## config.mk

```make
export PLATFORM = sky130hd
export DESIGN_NAME = alert_admin_register_flat
export DESIGN_NICKNAME = d
export VERILOG_FILES = /design/src/rtl/alert_admin_register_if.sv /design/src/rtl/alert_admin_register.sv /design/src/flat_wrapper.sv
export SDC_FILE = /design/constraint.sdc
export NUM_CORES = 1
export LEC_CHECK = 0
export ABC_AREA = 0
export ABC_CLOCK_PERIOD_IN_PS = 7650
export CORE_ASPECT_RATIO = 0.75
export CORE_MARGIN = 5
export CORE_UTILIZATION = 60
export CTS_BUF_LIST = sky130_fd_sc_hd__clkbuf_4
export DETAILED_ROUTE_END_ITERATION = 16
export DONT_BUFFER_PORTS = 1
export PLACE_DENSITY_LB_ADDON = 0.25
export RECOVER_POWER = 100
export SYNTH_ARGS = -nofsm -noshare
export SYNTH_HDL_FRONTEND = slang
export SYNTH_SLANG_ARGS = --single-unit
```

## constraint.sdc

```tcl
create_clock -name clock -period 7.65 [get_ports clock]
set_input_delay 1.1475 -clock clock [delete_from_list [all_inputs] [get_ports clock]]
set_output_delay 1.1475 -clock clock [all_outputs]
set_load 0.02 [all_outputs]
```

## src/rtl/alert_admin_register_if.sv

```systemverilog
// Alert administrator bus: alert inputs and controls from the system side,
// registered alert status back to the display/annunciator logic.
interface alert_admin_register_if #(
  parameter int N_CH  = 4,
  parameter int CNT_W = 8,
  parameter int ID_W  = 2
);
  logic             OE;
  logic [N_CH-1:0]  D;
  logic [N_CH-1:0]  mask;
  logic [N_CH-1:0]  ack;
  logic             cnt_clr;
  logic [N_CH-1:0]  Q;
  logic             any_alert;
  logic [ID_W-1:0]  alert_id;
  logic [CNT_W-1:0] alert_count;

  modport master (
    output OE, D, mask, ack, cnt_clr,
    input  Q, any_alert, alert_id, alert_count
  );

  modport slave (
    input  OE, D, mask, ack, cnt_clr,
    output Q, any_alert, alert_id, alert_count
  );
endinterface

```

## src/rtl/alert_admin_register.sv

```systemverilog
// Debounced, maskable N_CH-channel alert register with sticky/transparent
// pending hold, lowest-index priority id and a saturating new-alert counter.
module alert_admin_register #(
  parameter int N_CH     = 4,
  parameter int DEBOUNCE = 3,
  parameter int STICKY   = 1,
  parameter int CNT_W    = 8,
  parameter int ID_W     = 2
) (
  input  logic                  clock,
  input  logic                  reset,
  alert_admin_register_if.slave bus
);

  localparam int               DB_W    = 4;
  localparam int               SUM_W   = CNT_W + 5;
  localparam logic [DB_W-1:0]  DB_SAT  = DB_W'(DEBOUNCE);
  localparam logic [CNT_W-1:0] CNT_MAX = '1;

  logic [DB_W-1:0]  db_q [N_CH];
  logic [DB_W-1:0]  db_d [N_CH];
  logic [N_CH-1:0]  pend_q, pend_d;
  logic [N_CH-1:0]  q_q, q_d;
  logic             any_q, any_d;
  logic [ID_W-1:0]  id_q, id_d;
  logic [CNT_W-1:0] cnt_q, cnt_d;
  logic [4:0]       n_new;
  logic [SUM_W-1:0] cnt_sum;
  logic             qual;

  // NOTE: every always_comb output gets a default first so no path can infer a latch.
  always_comb begin
    pend_d  = pend_q;
    n_new   = '0;
    id_d    = '0;
    cnt_d   = cnt_q;
    cnt_sum = '0;
    qual    = 1'b0;
    for (int i = 0; i < N_CH; i++) begin
      db_d[i] = db_q[i];
      if (bus.mask[i] || bus.D[i])  db_d[i] = '0;
      else if (db_q[i] != DB_SAT)   db_d[i] = db_q[i] + 1'b1;

      // Qualification is the edge the filter reaches saturation, not the level.
      qual = (db_d[i] == DB_SAT) && (db_q[i] != DB_SAT);

      if (bus.mask[i])                        pend_d[i] = 1'b0;
      else if (qual)                          pend_d[i] = 1'b1;
      else if (STICKY != 0) begin
        if (bus.ack[i] && bus.D[i])           pend_d[i] = 1'b0;
      end else if (bus.D[i])                  pend_d[i] = 1'b0;

      n_new = n_new + 5'(pend_d[i] & ~pend_q[i]);
    end

    for (int i = N_CH - 1; i >= 0; i--) begin
      if (pend_d[i]) id_d = ID_W'(i);
    end

    cnt_sum = SUM_W'(cnt_q) + SUM_W'(n_new);
    if (bus.cnt_clr)                      cnt_d = '0;
    else if (cnt_sum > SUM_W'(CNT_MAX))   cnt_d = CNT_MAX;
    else                                  cnt_d = cnt_sum[CNT_W-1:0];

    q_d   = bus.OE ? ~pend_d : '1;
    any_d = bus.OE & (|pend_d);
  end

  // NOTE: state is written with non-blocking '<=' only; the per-channel filter
  // counters are real flops and are cleared by reset like everything else.
  always_ff @(posedge clock or negedge reset) begin
    if (!reset) begin
      for (int i = 0; i < N_CH; i++) db_q[i] <= '0;
      pend_q <= '0;
      q_q    <= '1;
      any_q  <= 1'b0;
      id_q   <= '0;
      cnt_q  <= '0;
    end else begin
      for (int i = 0; i < N_CH; i++) db_q[i] <= db_d[i];
      pend_q <= pend_d;
      q_q    <= q_d;
      any_q  <= any_d;
      id_q   <= id_d;
      cnt_q  <= cnt_d;
    end
  end

  assign bus.Q           = q_q;
  assign bus.any_alert   = any_q;
  assign bus.alert_id    = id_q;
  assign bus.alert_count = cnt_q;

endmodule

```

## src/flat_wrapper.sv

```systemverilog
// flat-port wrapper written by rule: the top's interface ports become plain ports
module alert_admin_register_flat 
#(
  parameter int N_CH     = 4,
  parameter int DEBOUNCE = 3,
  parameter int STICKY   = 1,
  parameter int CNT_W    = 8,
  parameter int ID_W     = 2
)
  (clock, reset, bus_OE, bus_D, bus_mask, bus_ack, bus_cnt_clr, bus_Q, bus_any_alert, bus_alert_id, bus_alert_count);
  alert_admin_register_if #(.N_CH(N_CH), .CNT_W(CNT_W), .ID_W(ID_W)) bus_i ();
  input  logic clock;
  input  logic reset;
  input wire logic [$bits(bus_i.OE)-1:0] bus_OE;
  input wire logic [$bits(bus_i.D)-1:0] bus_D;
  input wire logic [$bits(bus_i.mask)-1:0] bus_mask;
  input wire logic [$bits(bus_i.ack)-1:0] bus_ack;
  input wire logic [$bits(bus_i.cnt_clr)-1:0] bus_cnt_clr;
  output wire logic [$bits(bus_i.Q)-1:0] bus_Q;
  output wire logic [$bits(bus_i.any_alert)-1:0] bus_any_alert;
  output wire logic [$bits(bus_i.alert_id)-1:0] bus_alert_id;
  output wire logic [$bits(bus_i.alert_count)-1:0] bus_alert_count;
  assign bus_i.OE = bus_OE;
  assign bus_i.D = bus_D;
  assign bus_i.mask = bus_mask;
  assign bus_i.ack = bus_ack;
  assign bus_i.cnt_clr = bus_cnt_clr;
  assign bus_Q = bus_i.Q;
  assign bus_any_alert = bus_i.any_alert;
  assign bus_alert_id = bus_i.alert_id;
  assign bus_alert_count = bus_i.alert_count;
  alert_admin_register #(.N_CH(N_CH), .DEBOUNCE(DEBOUNCE), .STICKY(STICKY), .CNT_W(CNT_W), .ID_W(ID_W)) u_core (.clock(clock), .reset(reset), .bus(bus_i));
endmodule
```

==> impl_metrics.ini, run 1 <==
[status]
status = finished, final reports clean

[cells_and_area]
area_growth_pct = 6.79
final_cell_mix = dfrtp_1, nor2_1, xor2_1, a21oi_1
drive_above_1_share_pct = 4.91
final-seq-area_sq_um = 881
fin_nets = 189
layout_commonest_cell = dfrtp_1
fill_cells = 206
fin_cells = 199
multi_input_area_sq_um = 782
n_antenna_cell = 0

[global_routing]
grt_pass1_wl_um = 5600
grt_overflow_total = 0
grt_max_degree = 36
grt_pass1_vias = 1217
antenna_found_initial = 0
grt_usage_pct = 18.2

[critical_path]
arrival_ps = 3960
cp-startpoint = bus_D[3]
r2r-start = u_core.db_q[0]
crit_path_start_kind = primary input
critPathMaxFanout = 6
r2r_cells = 13
reg2reg_to = u_core.bus.alert_count[7]
max_stage_delay_ps = 440
worstSetupPathType = in2reg
crit_family = adder cells
r2r_slack_ps = 4000
cpMaxStageDelayCell = fa_1
worst-path-buf-inv = 0
path_cells = nor4b_1 -> a41oi_1 -> nor2_1 -> fa_1 -> ha_1 -> ha_1 -> fa_1 -> a21oi_1 -> nand2b_1 -> nand2_1 -> mux2i_1 -> nor2_1
endpoint_kind = flip-flop
critPathCapture = u_core.bus.alert_count[7]
required_ps = 7880
cp.depth = 12

[power_and_ir_drop]
total_power_uw = 395
powerDensity_mw_per_mm2 = 214
leakagePower_uw = 0.000830
irDropWorstVdd_v = 0.000149

[logic_synthesis]
yosysTopAreaCellShare_pct = 44.8
yosysUniqueCellTypes = 26
synthCells = 156
synth-seq-area-share_pct = 50.8
syn_nets = 183
synth.area.top_cells = dfrtp_1, ha_1, dfstp_2
yosysTopAreaCell = dfrtp_1
syn-cell-area_sq_mm = 0.00173
syn_avg_cell_area_sq_um = 11.1
yosys_warnings = 0
ys_ff_latch = 35

[drt]
viasPerCell = 6.01
ant_nets = 0
totalWireLength_um = 3370
via_count = 1196
first_pass_iters = 4
drt_iter0_drc = 34
avgRoutedWirePerCell_um = 16.9
drcViolationCount = 0

[floorplanning]
io_pins = 31
dieArea_sq_mm = 0.00407
core_area_sq_mm = 0.00268
die_y_um = 56.5
rows = 16
die_x_um = 72.1
start_util_pct = 64.6

[sta]
fin_ws_ps = 3920
setup-tns-final_ps = 0
hold_viol = 0
rsz0062_at_grt = no
drv_slew = 0
finClkSkew_ps = 15.2
timing.final.crit_share_pct = 48.7
tightest_slew_ps = 373
setup_viol_count_final = 0
max_slew_margin_pct = 74.8
fmax_mhz = 268
min_period_ps = 3730

[clock_network]
clkTransAtPathRegs_ps = 110
numCtsBuffers = 5
ctsResizeCount = 0
holdBufCountCts = 0
ctsRootBufferMaster = clkbuf_4
clockBufferDepth = 2
clock_sinks = 35
h-tree-depth = 2
cts_tree = built
worstSkewPairLatency_ps = 350
post-cts-setup-buffers = 0

[placement]
routabilityCongestion = 0.858
dpl.cell_count = 191
dp_hpwl_um = 2530
dp_slack_ps = 3570
place.port_buffers = 0

[worst_hold_path]
min_path_type = in2async

[run]
drv_cap = 0
metal layers:
metal  GRT usage (%)  vias up  part of all wire [%]
met5               0        -                     0
met4            7.24        0                   1.6
met3            8.02        4                   8.9
met2            27.1       35                    46
met1            23.1      583                    43
li1                -      574                     -
Yosys cell counts:
cell type	count
nand2b_1	9
a21o_1	1
xnor2_1	2
buf_1	1
nand3_1	6
nor3_1	9
fa_1	2
ha_1	9
xor2_1	10
inv_1	8
nor4b_1	4
inv_2	2
nand3b_1	4
nor2_1	12
nor4b_2	1
a21oi_1	10
a41oi_1	1
nor4_1	4
o31a_1	1
nor3b_1	1
nand2_1	8
dfstp_2	4
dfrtp_1	31
a211oi_1	8
mux2i_1	5
a41oi_2	3
cells by family after synthesis:
group	after synthesis	share of synthesized area, %
compound gates	24	10.6
xor+xnor	12	6.06
fa+ha+maj	11	8.81
buf+inv	11	2.38
flops	35	50.8
mux	5	2.89
simple gates	58	18.4
report_power, final:
group | switching [uW] | internal (uW) | total (uW)
combinational | 12.2 | 10.7 | 22.9
sequential | 12.2 | 193 | 205
clock | 61.8 | 106 | 167
worst reg2reg max path: stages (launching register included):
cell	delay, ps
dfrtp_1	440
ha_1	340
nor4b_1	260
a41oi_1	240
nor2_1	180
fa_1	440
ha_1	220
ha_1	310
fa_1	440
a21oi_1	250
nand2b_1	170
nand2_1	60
mux2i_1	140
nor2_1	60
flip-flops by register name (all words and copies together) (netlist names):
| name | cells |
|---|---|
| u_core.bus.Q | 4 |
| u_core.bus.alert_count | 8 |
| u_core.bus.alert_id | 2 |
| u_core.bus.any_alert | 1 |
| u_core.db_q | 16 |
| u_core.pend_q | 4 |
worst min-delay path by stage:
stage,cells past startpoint,start,end
6_report,0,reset,u_core.pend_q[3]
4_1_cts,0,reset,u_core.pend_q[3]
3_3_place_gp,2,u_core.db_q[15],u_core.db_q[14]
5_1_grt,0,reset,u_core.pend_q[0]
3_5_place_dp,2,u_core.db_q[2],u_core.db_q[2]
2_1_floorplan,2,u_core.db_q[10],u_core.db_q[10]
layout make-up:
type / instances / share of cell area (%)
Clock buffer: 6 / 2.43
Tap cell: 36 / 2.43
Sequential cell: 35 / 47.6
Multi-Input combinational cell: 110 / 42.3
Clock inverter: 2 / 3.25
Inverter: 10 / 2.03
stage by stage:
step	util [%]	instance area, sq um	hold WS, ps
6_report	69.0	1850	478
5_1_grt	69.0	1850	447
4_1_cts	70.1	1880	457
3_5_place_dp	66.1	1770	580
3_3_place_gp	66.1	1770	566
2_1_floorplan	-	1730	543
No activity file was read; power rests on OpenSTA's default activity.
==> run 2, diff against run 1 <==
ABC_CLOCK_PERIOD_IN_PS = 3400   (was 7650)
CORE_UTILIZATION = 59   (was 60)
clock period = 3.4 ns   (was 7.65 ns; I/O delays follow)
==> impl_metrics.ini, run 2 (same netlist as run 1, synthesis figures left out) <==
[status]
status = complete, but fails checks
violations = max-capacitance violations, max-slew violations

[cells_and_area]
fin_util_pct = 72.3
largest_register_ffs = 16
final_cell_mix = dfrtp_1, nor2_1, buf_4
fin_nets = 201
drive_above_1_share_pct = 22.3
n_antenna_cell = 0
area_growth_pct = 19.8
largest-register = u_core.db_q
layout_commonest_cell = dfrtp_1

[critical_path]
required_ps = 3640
critPathMaxFanout = 3
crit_path_start_kind = flip-flop
arrival_ps = 3540
worstSetupPathType = reg2reg
endpoint_kind = flip-flop

[placement]
dp_hpwl_um = 2690
place.port_buffers = 0
routabilityCongestion = 0.829

[floorplanning]
rows = 17
start_util_pct = 60.3
die_y_um = 56.9
die_x_um = 72.6
dieArea_sq_mm = 0.00413
core_area_sq_mm = 0.00287
io_pins = 31

[sta]
hold_viol = 0
setup-tns-final_ps = 0
max_slew_margin_pct = -21.9
min_period_ps = 3300
finClkSkew_ps = 17.7
setup_viol_count_final = 0
drv_slew = 36
fmax_mhz = 303
timing.final.crit_share_pct = 97.1
tightest_slew_ps = 1830

[global_routing]
grt_usage_pct = 20.8
grt_pass1_wl_um = 6400
use_met1_pct = 23.2
met2_usage_pct = 34.7
gr-usage-met3_pct = 10.0
grt_pass1_vias = 1393
antenna_found_initial = 0
grt_overflow_total = 0
busiest_layer = met2
grt_max_degree = 36

[drt]
first_pass_iters = 4
totalWireLength_um = 4010
viasPerCell = 5.97
via_count = 1271
avgRoutedWirePerCell_um = 18.8
drcViolationCount = 0
ant_nets = 0
drt_iter0_drc = 46

[clock_network]
clkTransAtPathRegs_ps = 110
cts_tree = built
worstSkewPairLatency_ps = 350
clock_sinks = 35
h-tree-depth = 2
numCtsBuffers = 5
ctsRootBufferMaster = clkbuf_4
clockBufferDepth = 2

[power_and_ir_drop]
leakagePower_uw = 0.000892
irDropWorstVdd_v = 0.000469
powerDensity_mw_per_mm2 = 403
total_power_uw = 836

[run]
drv_cap = 1

[worst_hold_path]
min_path_type = in2reg
[run 2: stage by stage]
stage          worst slack, ps  area, sq um  hold WS, ps  cells
3_5_place_dp              -153         1840          215    202
5_1_grt                  -18.9         2080          179    213
4_1_cts                   2.21         1980          172    212
6_report                  98.3         2080          200    213
2_1_floorplan             27.6         1730          214    156
3_3_place_gp              22.9         1840          215    202
[run 2: metal layers]
| layer | part of all wire [%] | vias up |
|---|---|---|
| li1 | - | 590 |
| met1 | 41 | 629 |
| met2 | 50 | 45 |
| met3 | 7.8 | 7 |
| met4 | 1.5 | 0 |
| met5 | 0 | - |
[run 2: power breakdown]
part / internal [uW] / switching [uW] / total [uW]
combinational: 38.1 / 42.7 / 80.8
clock: 151 / 143 / 294
sequential: 434 / 27.4 / 461
total: 623 / 213 / 836
[run 2: repair_timing]
item / 4_1_cts / 5_1_grt
pin swaps: 0 / 9
endpoints found under the hold margin: 35 / 0
buffers inserted: 0 / 1
hold buffers: 2 / 0
gates resized for setup: 5 / 17
setup endpoints to repair: 7 / 8
cloned: 0 / 0
[run 2: cell type report]
type                            count  area [sq um]
Multi-Input combinational cell    110           945
Sequential cell                    35           881
Fill cell                         201           796
Timing Repair Buffer               12          88.8
Tap cell                           38          47.5
Clock inverter                      3          38.8
Clock buffer                        5          37.5
Inverter                           10          37.5
[run 2: final timing paths]
path / cells past startpoint / from / slack, ps / to
max in group asynchronous: 2 / reset / 1140 / u_core.bus.alert_count[1]
min in group asynchronous: 2 / reset / 1190 / u_core.db_q[6]
worst min register to register: 2 / u_core.db_q[7] / 610 / u_core.db_q[6]
worst max-delay path: 13 / u_core.db_q[1] / 100 / u_core.bus.alert_count[7]
worst max register to register: 13 / u_core.db_q[1] / 100 / u_core.bus.alert_count[7]
worst min-delay path: 1 / bus_OE / 200 / u_core.bus.Q[0]
[run 2: critical path, cell delays in order, from the launching register on]
cell     delay [ps]
dfrtp_1         410
ha_1            310
nor4b_4         200
a41oi_2         170
nor2_1          150
fa_1            440
ha_1            200
ha_1            310
ha_1            280
a21o_1          160
a21oi_4          90
nor3b_2         230
mux2i_1         200
nor2_1           60
==> RTL edit (settings of run 2) <==
`STICKY` is set to 1 in 2 places; all go to 0.
--- a/src/rtl/alert_admin_register.sv
+++ b/src/rtl/alert_admin_register.sv
@@ -5,3 +5,3 @@
   parameter int DEBOUNCE = 3,
-  parameter int STICKY   = 1,
+  parameter int STICKY   = 0,
   parameter int CNT_W    = 8,
--- a/src/flat_wrapper.sv
+++ b/src/flat_wrapper.sv
@@ -5,3 +5,3 @@
   parameter int DEBOUNCE = 3,
-  parameter int STICKY   = 1,
+  parameter int STICKY   = 0,
   parameter int CNT_W    = 8,
Behaviour: not the same (a bounded check fails within 10 cycles, from zero or initial values and one cycle with reset low).
==> RTL edit against run 2 <==
The flow finishes with violations (max-capacitance violations, max-slew violations, negative setup slack). Critical endpoint is now u_core.bus.alert_count[5]$_DFF_PN0_. Area after synthesis increased by 4.0%. Sequential cell count unchanged. Largest cell class unchanged. Total power decreased by 10%. Via count increased by 8.9%. Wire length increased by 14%. Non-clock buffer count increased by 15. Final area increased by 8.0%. Combinational power decreased by 7.2%. Hold slack got worse by 19 ps. Worst setup slack got worse by 120 ps. Synthesized cell count decreased by 1.3%. Utilization increased by 4.1 points.
==> RTL edit: results (changes against run 2) <==
Post-Syn Area per Cell=11.70 sq um (was 11.11 sq um); antenna violations before repair=0 (unchanged); status=complete, but fails checks (unchanged); P_seq=0.450 mW (was 0.461 mW); top post-synthesis cells by area=dfrtp_1 (43%), xor2_1 (6.3%), ha_1 (6.3%) (was dfrtp_1 (45%), ha_1 (6.5%), dfstp_2 (6.1%)); final worst-path setup slack=-21.49 ps (was 98.34 ps); CP max stage delay=480 ps (was 440 ps); Worst Hold Class=in2reg (unchanged); Placer Congestion=0.8306 (was 0.8286); vias per cell=6.097 (was 5.967); failing checks=max-capacitance violations, max-slew violations, negative setup slack (was max-capacitance violations, max-slew violations); routing usage on met2=35.23% (was 34.70%); Leak=1.017 nW (was 0.8923 nW); relative slew slack=-24.29% (was -21.90%); dpl ws=-139.2 ps (was -153.2 ps); met1 wire length=1845 um (was 1636 um); max-cap viol count=1 (unchanged); post-synthesis sequential area ratio=48.89% (was 50.83%); cts hold-fix bufs=2 (unchanged); vias in the first global route=1399 (was 1393); drt total wl=4575 um (was 4011 um); GRT Util Overall=21.63% (was 20.84%); Arr. time, crit path=3650 ps (was 3540 ps); setup TNS=-44.44 ps (was 0 ps); Met2 Wirelength=2359 um (was 2001 um); GRT met1 Usage=26.11% (was 23.18%); max-slew violation count=36 (unchanged); P_int=0.5503 mW (was 0.6232 mW); P_comb=0.0750 mW (was 0.0808 mW); Final HPWL DP=2847 um (was 2690 um); share of cells above drive strength 1=32.28% (was 22.29%); total power=0.7530 mW (was 0.8365 mW); syn_nets=181 (was 183); delay-heaviest family, CP=adder cells (unchanged); Synth top cells by count=dfrtp_1 (31), nor3_1 (13), xor2_1 (13) (was dfrtp_1 (31), nor2_1 (12), a21oi_1 (10), xor2_1 (10)); total setup buffers inserted after CTS=3 (was 0); maximum VDD drop=0.2138 mV (was 0.4693 mV); P per Cell Area=335.8 nW/um^2 (was 403.0 nW/um^2); Unique masters post-synth=35 (was 26); YS warnings=0 (unchanged); Layout Nets=215 (was 201); Finished Layout Cells=227 (was 213); met3 Usage GRT=7.106% (was 10.04%); met3 WL=275 um (was 311 um); clock-pin slew on the worst setup and hold paths=110 ps (about the same); Final Skew=12.67 ps (was 17.66 ps); # fillers=183 (was 201); first-pass GRT wire length=6900 um (was 6403 um); Placed Cells incl. Taps=210 (was 202); Placed Area=2051 sq um (was 1844 sq um); First-pass DRT Iterations=4 (unchanged); final setup fails=3 (was 0); initial drt markers=123 (was 46)
## RTL edit: changes by cell type after synthesis, sizes merged, moves of 3 or more
cell,before,now
or2,0,3
nor4b,5,2
nor4,4,0
a41oi,4,0
nor3b,1,6
o31ai,0,3
inv,10,4
a211oi,8,4
nand2b,9,6
nor3,9,13
or3b,0,5
xor2,10,13
nor2,12,5
## RTL edit: area by class of cell
type,instances,share of cell area [%]
Timing Repair Buffer,27,8.650
Clock buffer,6,2.009
Clock inverter,2,0.3348
Tap cell,38,2.121
Sequential cell,35,39.34
Inverter,4,0.6696
Multi-Input combinational cell,115,46.88
## RTL edit: path summary, 6_finish.rpt
path	start	endpoint	slack [ps]	cells past startpoint
setup / recovery	u_core.db_q[9]$_DFF_PN0_	u_core.bus.alert_count[5]$_DFF_PN0_	-20	13
min in group asynchronous	reset	u_core.db_q[8]$_DFF_PN0_	1190	2
max in group asynchronous	reset	u_core.db_q[8]$_DFF_PN0_	1020	2
setup reg to reg	u_core.db_q[9]$_DFF_PN0_	u_core.bus.alert_count[5]$_DFF_PN0_	-20	13
hold / removal	bus_OE	u_core.bus.Q[1]$_DFF_PN1_	180	1
hold reg to reg	u_core.db_q[8]$_DFF_PN0_	u_core.pend_q[1]$_DFF_PN0_	650	2
## RTL edit: cell families (layout without fill, tap and decap cells)
| family | after synthesis | after routing | share of synthesized area (%) |
|---|---|---|---|
| multiplexers | 5 | 5 | 2.778 |
| flip-flops | 35 | 35 | 48.89 |
| buffers and inverters | 4 | 39 | 0.8331 |
| AO/OA/AOI/OAI | 22 | 22 | 9.653 |
| XOR/XNOR | 15 | 15 | 7.292 |
| AND/OR/NAND/NOR | 62 | 62 | 22.08 |
| adder cells (fa/ha/maj) | 11 | 11 | 8.472 |
